<file path="src/rtl/image_unblender_if.sv">
// ---------------------------------------------------------------------------
// image_unblender_if
//   Valid/ready bundle for the image unblender.
//   Input side : in_valid / in_ready carry {blended_pixel, image_a,
//                blend_factor}, one pixel triple per transaction.
//   Output side: out_valid / out_ready carry {recovered_b, div_err}.
//   master = producer of pixels / consumer of results (upstream + downstream)
//   slave  = the unblender itself
// ---------------------------------------------------------------------------
interface image_unblender_if;
  logic        in_valid;
  logic        in_ready;
  logic [15:0] blended_pixel;
  logic [15:0] image_a;
  logic [7:0]  blend_factor;
  logic        out_valid;
  logic        out_ready;
  logic [15:0] recovered_b;
  logic        div_err;

  modport master (
    output in_valid, blended_pixel, image_a, blend_factor, out_ready,
    input  in_ready, out_valid, recovered_b, div_err
  );

  modport slave (
    input  in_valid, blended_pixel, image_a, blend_factor, out_ready,
    output in_ready, out_valid, recovered_b, div_err
  );
endinterface

</file>
<file path="src/rtl/image_unblender.sv">
// ---------------------------------------------------------------------------
// image_unblender
//   Recovers the second-image pixel B from a blended RGB565 pixel C, the
//   known first-image pixel A and the blend factor f:
//     B = (255*C - (255-f)*A) / f      per channel, floored and clamped
//   Three radix-2 restoring dividers (R, G, B) run in parallel for 14 cycles.
//   f == 0 short-circuits to recovered_b = 0 with div_err = 1.
//
//   Ports
//     clk    : rising-edge clock
//     reset  : synchronous, active-high
//     bus    : image_unblender_if.slave (in_valid/in_ready pixel input,
//              out_valid/out_ready result output)
// ---------------------------------------------------------------------------
module image_unblender (
  input  logic              clk,
  input  logic              reset,
  image_unblender_if.slave  bus
);

  localparam logic [1:0] S_IDLE = 2'd0;
  localparam logic [1:0] S_CALC = 2'd1;
  localparam logic [1:0] S_DIV  = 2'd2;
  localparam logic [1:0] S_DONE = 2'd3;

  localparam logic [3:0] LAST_STEP = 4'd13;

  // One restoring divider: dvd starts as the dividend and, one bit per step,
  // shifts out dividend bits on the left while quotient bits enter on the
  // right, so after 14 steps it holds the quotient.
  typedef struct packed {
    logic [13:0] dvd;
    logic [7:0]  rem;
  } div_t;

  logic [1:0]  state_q, state_d;
  logic [15:0] c_q, c_d;
  logic [15:0] a_q, a_d;
  logic [7:0]  f_q, f_d;
  logic [3:0]  cnt_q, cnt_d;
  div_t        ch_q [3];
  div_t        ch_d [3];
  logic [15:0] rec_q, rec_d;
  logic        err_q, err_d;

  logic [5:0]  q_r, q_g, q_b;

  // Channel i of an RGB565 pixel, zero-extended to 6 bits (0=R, 1=G, 2=B).
  function automatic logic [5:0] chan(input logic [15:0] p, input int i);
    case (i)
      0:       return {1'b0, p[15:11]};
      1:       return p[10:5];
      default: return {1'b0, p[4:0]};
    endcase
  endfunction

  // Positive part of 255*C - (255-f)*A. Worst case 255*63 = 16065 fits in
  // 14 bits unsigned, and comparing the two products avoids signed math.
  function automatic logic [13:0] dividend(input logic [5:0] c,
                                           input logic [5:0] a,
                                           input logic [7:0] f);
    logic [15:0] pos;
    logic [15:0] neg;
    pos = 16'(c) * 16'd255;
    neg = 16'(a) * (16'd255 - 16'(f));
    return (pos > neg) ? 14'(pos - neg) : 14'd0;
  endfunction

  // One restoring step. The partial remainder is always < f, so 8 bits hold
  // it and the shifted trial value needs 9.
  function automatic div_t div_step(input div_t s, input logic [7:0] f);
    div_t       n;
    logic [8:0] trial;
    logic       qbit;
    trial = {s.rem, s.dvd[13]};
    qbit  = (trial >= {1'b0, f});
    n.rem = qbit ? 8'(trial - {1'b0, f}) : trial[7:0];
    n.dvd = {s.dvd[12:0], qbit};
    return n;
  endfunction

  function automatic logic [5:0] clamp(input logic [13:0] q, input logic [5:0] max);
    return (q > 14'(max)) ? max : q[5:0];
  endfunction

  // NOTE: every signal assigned here gets a default first, so no path through
  // the case statement can leave one unassigned and infer a latch.
  always_comb begin
    state_d = state_q;
    c_d     = c_q;
    a_d     = a_q;
    f_d     = f_q;
    cnt_d   = cnt_q;
    ch_d    = ch_q;
    rec_d   = rec_q;
    err_d   = err_q;
    q_r     = '0;
    q_g     = '0;
    q_b     = '0;

    case (state_q)
      S_IDLE: begin
        if (bus.in_valid) begin
          c_d     = bus.blended_pixel;
          a_d     = bus.image_a;
          f_d     = bus.blend_factor;
          state_d = S_CALC;
        end
      end

      S_CALC: begin
        if (f_q == 8'd0) begin
          rec_d   = 16'h0000;
          err_d   = 1'b1;
          state_d = S_DONE;
        end else begin
          err_d = 1'b0;
          for (int i = 0; i < 3; i++) begin
            ch_d[i].dvd = dividend(chan(c_q, i), chan(a_q, i), f_q);
            ch_d[i].rem = '0;
          end
          cnt_d   = '0;
          state_d = S_DIV;
        end
      end

      S_DIV: begin
        for (int i = 0; i < 3; i++) begin
          ch_d[i] = div_step(ch_q[i], f_q);
        end
        if (cnt_q == LAST_STEP) begin
          // The step computed this cycle completes the quotient, so pack
          // from the next-state values rather than waiting another cycle.
          q_r     = clamp(ch_d[0].dvd, 6'd31);
          q_g     = clamp(ch_d[1].dvd, 6'd63);
          q_b     = clamp(ch_d[2].dvd, 6'd31);
          rec_d   = {q_r[4:0], q_g, q_b[4:0]};
          cnt_d   = '0;
          state_d = S_DONE;
        end else begin
          cnt_d = cnt_q + 4'd1;
        end
      end

      S_DONE: begin
        if (bus.out_ready) begin
          state_d = S_IDLE;
        end
      end

      default: state_d = S_IDLE;
    endcase
  end

  // NOTE: sequential state uses non-blocking assignments only, so every flop
  // samples its _d value from before the edge regardless of statement order.
  always_ff @(posedge clk) begin
    if (reset) begin
      state_q <= S_IDLE;
      c_q     <= '0;
      a_q     <= '0;
      f_q     <= '0;
      cnt_q   <= '0;
      rec_q   <= '0;
      err_q   <= 1'b0;
      // NOTE: the divider registers are small and are cleared on reset so a
      // discarded pixel leaves no stale partial quotient behind.
      for (int i = 0; i < 3; i++) begin
        ch_q[i] <= '0;
      end
    end else begin
      state_q <= state_d;
      c_q     <= c_d;
      a_q     <= a_d;
      f_q     <= f_d;
      cnt_q   <= cnt_d;
      rec_q   <= rec_d;
      err_q   <= err_d;
      ch_q    <= ch_d;
    end
  end

  // in_ready is masked by reset so upstream never sees a ready that the
  // synchronous reset is about to override.
  assign bus.in_ready    = (state_q == S_IDLE) & ~reset;
  assign bus.out_valid   = (state_q == S_DONE);
  assign bus.recovered_b = rec_q;
  assign bus.div_err     = err_q;

endmodule

</file>
<file path="src/flat_wrapper.sv">
// flat-port wrapper written by rule: the top's interface ports become plain ports
module image_unblender_flat 
  (clk, reset, bus_in_valid, bus_blended_pixel, bus_image_a, bus_blend_factor, bus_out_ready, bus_in_ready, bus_out_valid, bus_recovered_b, bus_div_err);
  image_unblender_if bus_i ();
  input  logic clk;
  input  logic reset;
  input wire logic [$bits(bus_i.in_valid)-1:0] bus_in_valid;
  input wire logic [$bits(bus_i.blended_pixel)-1:0] bus_blended_pixel;
  input wire logic [$bits(bus_i.image_a)-1:0] bus_image_a;
  input wire logic [$bits(bus_i.blend_factor)-1:0] bus_blend_factor;
  input wire logic [$bits(bus_i.out_ready)-1:0] bus_out_ready;
  output wire logic [$bits(bus_i.in_ready)-1:0] bus_in_ready;
  output wire logic [$bits(bus_i.out_valid)-1:0] bus_out_valid;
  output wire logic [$bits(bus_i.recovered_b)-1:0] bus_recovered_b;
  output wire logic [$bits(bus_i.div_err)-1:0] bus_div_err;
  assign bus_i.in_valid = bus_in_valid;
  assign bus_i.blended_pixel = bus_blended_pixel;
  assign bus_i.image_a = bus_image_a;
  assign bus_i.blend_factor = bus_blend_factor;
  assign bus_i.out_ready = bus_out_ready;
  assign bus_in_ready = bus_i.in_ready;
  assign bus_out_valid = bus_i.out_valid;
  assign bus_recovered_b = bus_i.recovered_b;
  assign bus_div_err = bus_i.div_err;
  image_unblender u_core (.clk(clk), .reset(reset), .bus(bus_i));
endmodule
</file>
<file path="config.mk">
export PLATFORM = sky130hd
export DESIGN_NAME = image_unblender_flat
export DESIGN_NICKNAME = d
export VERILOG_FILES = /design/src/rtl/image_unblender_if.sv /design/src/rtl/image_unblender.sv /design/src/flat_wrapper.sv
export SDC_FILE = /design/constraint.sdc
export NUM_CORES = 1
export LEC_CHECK = 0
export ABC_AREA = 1
export CORE_MARGIN = 1.5
export CORE_UTILIZATION = 35
export DETAILED_ROUTE_END_ITERATION = 16
export PLACE_DENSITY = 0.62
export SLEW_MARGIN = 20
export SYNTH_ARGS = -nofsm -noshare
export SYNTH_HDL_FRONTEND = slang
export SYNTH_SLANG_ARGS = --single-unit
</file>
<file path="constraint.sdc">
create_clock -name clk -period 6.38 [get_ports clk]
set_clock_uncertainty 0.2 [all_clocks]
set_input_delay 1.276 -clock clk [delete_from_list [all_inputs] [get_ports clk]]
set_output_delay 1.276 -clock clk [all_outputs]
set_load 0.1 [all_outputs]
</file>
Yosys cells after proc, flatten, opt, wreduce, memory -nomap -nowiden:

Cells that the tools add are included.

* flip-flop bits (word level): 129
* output and inout port bits: 19

* add/sub/neg operators: 8
* $mul: 6
* order comparisons: 9
* equal/unequal tests: 9
* multiplexer cells: 35
* bitwise operators: 2
* reductions and logical operators: 7

Operators with widths (number)
* $pmux W66 S2: 1
* $mux W6: 13
* $mux W66: 1
* $gt A14 B16 Y1: 3
* $mul A6 B16 Y16: 3
* $mul A6 B8 Y14 const B: 3
* $mux W14: 3
* $sub A14 B14 Y14: 3
* $mux W16: 2
* $pmux W16 S2: 1
* $gt A14 B5 Y1 const B: 2
* $ge A9 B8 Y1: 3
* $mux W8: 3
* $sub A8 B8 Y8: 3
* $gt A14 B6 Y1 const B: 1
* $mux W5: 2
* $sub A8 B8 Y9 const A: 1
* $logic_not A8 Y1: 1
* $mux W4: 2
* $pmux W2 S4: 1
* $pmux W4 S2: 1
* $mux W2: 3
* $ne A2 B2 Y1 const B: 3
* $reduce_and A3 Y1: 2
* 11 further kinds: 15

Logic depth before layout (Yosys ltp):

* depth in word-level cells: 8
* depth in mapped cells: 29
* gate-level depth less buffers: 27

Least setup slack after synthesis:

OpenSTA, ideal clock, no wires.

* kind: register to register
* start: register u_core.f_q[1]
* end: register u_core.ch_q[36] (netlist bit)
* setup time: 70 ps
* arrival: 4861 ps
* path slack: 1249 ps
* stages on the path, launching flop included: 28
* buffers on the path: 3
* period minus slack after synthesis: 5131 ps
* cells stage by stage: dfxtp_1 > buf_4 > clkbuf_1 > nor2_1 > fa_1 > fa_1 > inv_1 > fa_1 > inv_1 > ha_1 > nand2_1 > inv_1 > nand2_1 > nand2_1 > a21oi_1 > nor2_1 > nor2_1 > xor2_1 > ha_1 > nand2_1 > nor2_1 > nand3_1 > nand3_1 > nand2_1 > nand2_1 > buf_2 > nand3_1 > a21oi_1

* word-level cells in the longest chain between the ends: 6

RTL lines
* start, declared: RTL line image_unblender.sv:39 `logic [7:0] f_q, f_d;`
* start signal, assigned: RTL line image_unblender.sv:162 `f_q <= '0;`
* start signal, assigned: RTL line image_unblender.sv:175 `f_q <= f_d;`
* $sub A8 B8 Y9: RTL line image_unblender.sv:65 `neg = 16'(a) * (16'd255 - 16'(f));`
* $mul A6 B16 Y16: RTL line image_unblender.sv:65
* $sub A14 B14 Y14 / $gt A14 B16 Y1 (equally long branches): RTL line image_unblender.sv:66 `return (pos > neg) ? 14'(pos - neg) : 14'd0;`
* $mux W14: RTL line image_unblender.sv:66
* $mux W66: RTL line image_unblender.sv:112 `if (f_q == 8'd0) begin`
* $pmux W66 S2: RTL line image_unblender.sv:101 `case (state_q)`
* end signal, assigned: RTL line image_unblender.sv:179 `ch_q <= ch_d;`
* end, declared: RTL line image_unblender.sv:41 `div_t ch_q [3];`

Several ways; a longest one is shown, not always the timed one. The select of a mux whose other input is x is not followed.
A chain may end at the register's enable or synchronous reset.

Worst setup path after layout:

* start: register u_core.f_q[3]
* end: register u_core.ch_q[37] (netlist bit)

The elaborated chain is that of the path after synthesis.

==> flow_summary.yaml <==
yosys:
  synth.most_common_cell: "nand2_1"
  synth_top_family_by_area: "adder cells"
  synth-async-reset-ratio_pct: 0
  ys_seq_area_share_pct: 16.7
  synth.cell_area_um2: 15400
  yosys_warnings: 0
  synth_nets: 2588
  synth_mux_area_share_pct: 0
  synth_compound_area_share_pct: 12.0
  syn_inst: 2225
  synth-seq-cells: 129
  synth_top_flop_cell: "dfxtp_1"
  yosysTopAreaCell: "ha_1"
  synth-simple-area-share_pct: 25.5
  synth-xor-area-share_pct: 4.65
  synth_edf_count: 0
  postSynthAreaPerCell_um2: 6.94
  synthTopCellsByCount: "nand2_1, inv_1, nor2_1, ha_1, a21oi_1"
  yosys-top-cells-area: "ha_1, dfxtp_1, fa_1, nand2_1, inv_1"
  yosysUniqueCellTypes: 46
  yosysTopAreaCellShare_pct: 18.1
  synthAdderAreaFrac_pct: 30.5
sta:
  min_period_over_period_pct: 88.3
  worst_pin_slew_ns: 0.997
  fmaxAchievable_ghz: 0.178
  fin_crit_ns: 5.63
  hold_slack_ns: 0.263
  maxSlewHeadroom_pct: 33.3
  rsz0062_at_grt: "false"
  slew_violations: 0
  setup_viol: 0
  finalSetupTns_ns: 0
  hold_viol: 0
setup_path:
  critPathKind: "register to register"
  startpoint_type: "register"
  reg2reg_depth: 24
  reg2reg_setup_slack_ns: 0.75
  crit_fanout: 18
  r2r_end: "u_core.ch_q[37]"
  reg2reg_from: "u_core.f_q[3]"
  end_kind: "register"
  cp.arrival_ns: 5.80
  critPathRequiredTime_ns: 6.55
global_routing:
  grt_pass1_vias: 13700
  grt_use_total_pct: 18.7
  gr-total-overflow: 0
  antenna_found_initial: 0
  grt_pass1_wl_um: 68000
  grt_max_degree: 81
min_path:
  holdPathStages: 2
  hold_path_class: "register to register"
  min_to: "u_core.bus.recovered_b[6]"
  hold_start: "u_core.bus.recovered_b[6]"
detailed_routing:
  ant_nets: 0
  route.vias.total: 14000
  wirelength_um: 40500
  wl_per_cell_um: 14.2
  viasPerCell: 4.91
  firstDrtPassIters: 5
  drcViolationCount: 0
  drt_iter0_drc: 903
layout:
  syn_to_final_growth_pct: 11.3
  nets: 2624
  drive_gt1_share_pct: 3.25
  n_antenna_cell: 0
  fillers: 4561
place:
  globalplace.congestion: 0.901
  place_hpwl_um: 32300
  placement.io_buffers: 62
floorplan:
  io_pins: 63
  rows: 76
  start_util_pct: 35.6
  die_h_um: 213
  die_area_um2: 45400
  core_um2: 43400
  die_w_um: 213
clocking:
  postCtsSetupRepairBufs: 0
  clock-sinks: 129
  cts_root_buffer: "clkbuf_16"
  clkTransAtPathRegs_ns: 0.07
  ctsLongestPathBuffers: 2
  cts_buffers: 17
  post_cts_resized: 0
  worstSkewPairLatency_ns: 0.46
  tritoncts: "built"
  hold_buffers: 0
  htree_levels: 4
run_status:
  status: "completed"
job:
  maxCapViolations: 0
==> state kept, by name, indices dropped and copies added (netlist names) <==
name                    cells
u_core.ch_q                66
u_core.a_q                 16
u_core.bus.recovered_b     16
u_core.c_q                 16
u_core.f_q                  8
u_core.cnt_q                4
u_core.state_q              2
u_core.bus.div_err          1
==> critical path, stage by stage, from the launching register on <==
cell and delay (ns):
dfxtp_1 0.80, nor2_1 0.16, fa_1 0.56, inv_1 0.05
fa_1 0.47, fa_1 0.55, inv_1 0.05, ha_1 0.34
nand2_1 0.08, nand2_1 0.06, nand2_1 0.06, nand2_1 0.06
a21oi_1 0.20, nor2_1 0.07, nor2_1 0.11, xor2_1 0.08
ha_1 0.39, nand2_1 0.12, nor2_1 0.19, nand2_1 0.09
nand3_1 0.13, nand2_1 0.06, nand2_1 0.34, nand4_1 0.16
a21oi_1 0.15
==> cell families after synthesis <==
group | Yosys count
compound gates | 343
xor+xnor | 82
fa+ha+maj | 319
buf+inv | 419
flops | 129
simple gates | 933
==> worst max-delay path by stage <==
stage / from / to / slack [ns] / cells past startpoint
6_report: u_core.f_q[3] / u_core.ch_q[37] / 0.75 / 24
5_1_grt: u_core.f_q[3] / u_core.ch_q[19] / 0.25 / 23
2_1_floorplan: u_core.f_q[1] / u_core.ch_q[36] / 1.25 / 27
3_3_place_gp: u_core.f_q[3] / u_core.ch_q[52] / 0.93 / 24
3_5_place_dp: u_core.f_q[3] / u_core.ch_q[60] / 0.79 / 24
4_1_cts: u_core.f_q[3] / u_core.ch_q[52] / 0.79 / 24
==> cell type report <==
cell class,instances,area (µm²),share of cell area [%]
Clock buffer,17,425,2.47
Timing Repair Buffer,74,706,4.10
Inverter,362,1360,7.90
Multi-Input combinational cell,1677,11200,65.3
Sequential cell,129,2580,15.0
Tap cell,585,732,4.26
Clock inverter,15,170,0.989
==> layer usage <==
metal / global-route usage, % / vias up / share of wire (%) / wire, µm
li1: - / 7213 / - / -
met1: 25.9 / 6475 / 49 / 19800
met2: 29.3 / 298 / 43 / 17500
met3: 2.69 / 63 / 4.5 / 1820
met4: 7.53 / 0 / 3.3 / 1320
met5: 0 / - / 0 / 0
==> layout by cell type, fill, tap and decap left out, types with 8 or more instances in the layout <==
master / Yosys / routed
xnor2_1: 35 / 35
clkbuf_16: 0 / 17
nor3_1: 14 / 14
nand3_1: 115 / 115
clkinv_1: 13 / 13
nand3b_1: 16 / 16
xor2_1: 47 / 47
a21o_1: 8 / 8
o21ai_0: 83 / 83
o21bai_1: 8 / 8
inv_1: 346 / 346
a21oi_1: 201 / 201
nor2_1: 240 / 240
clkdlybuf4s50_1: 0 / 61
buf_4: 7 / 12
dfxtp_1: 129 / 129
nand2_1: 478 / 477
a31oi_1: 8 / 8
a22oi_1: 10 / 10
nand4_1: 42 / 42
ha_1: 223 / 223
fa_1: 96 / 96
or2_2: 8 / 8
==> through the flow <==
step | setup slack, ns | cell area, µm² | std cells | utilization, %
floorplan | 1.25 | 15400 | 2225 | -
global placement | 0.928 | 16600 | 2827 | 38.3
detailed placement | 0.789 | 16600 | 2827 | 38.3
CTS | 0.793 | 17200 | 2859 | 39.7
global route | 0.250 | 17200 | 2859 | 39.7
finish | 0.749 | 17200 | 2859 | 39.7
Power is not shown: default switching activity piles up to over one toggle a cycle in this logic, so the estimate is an artifact.
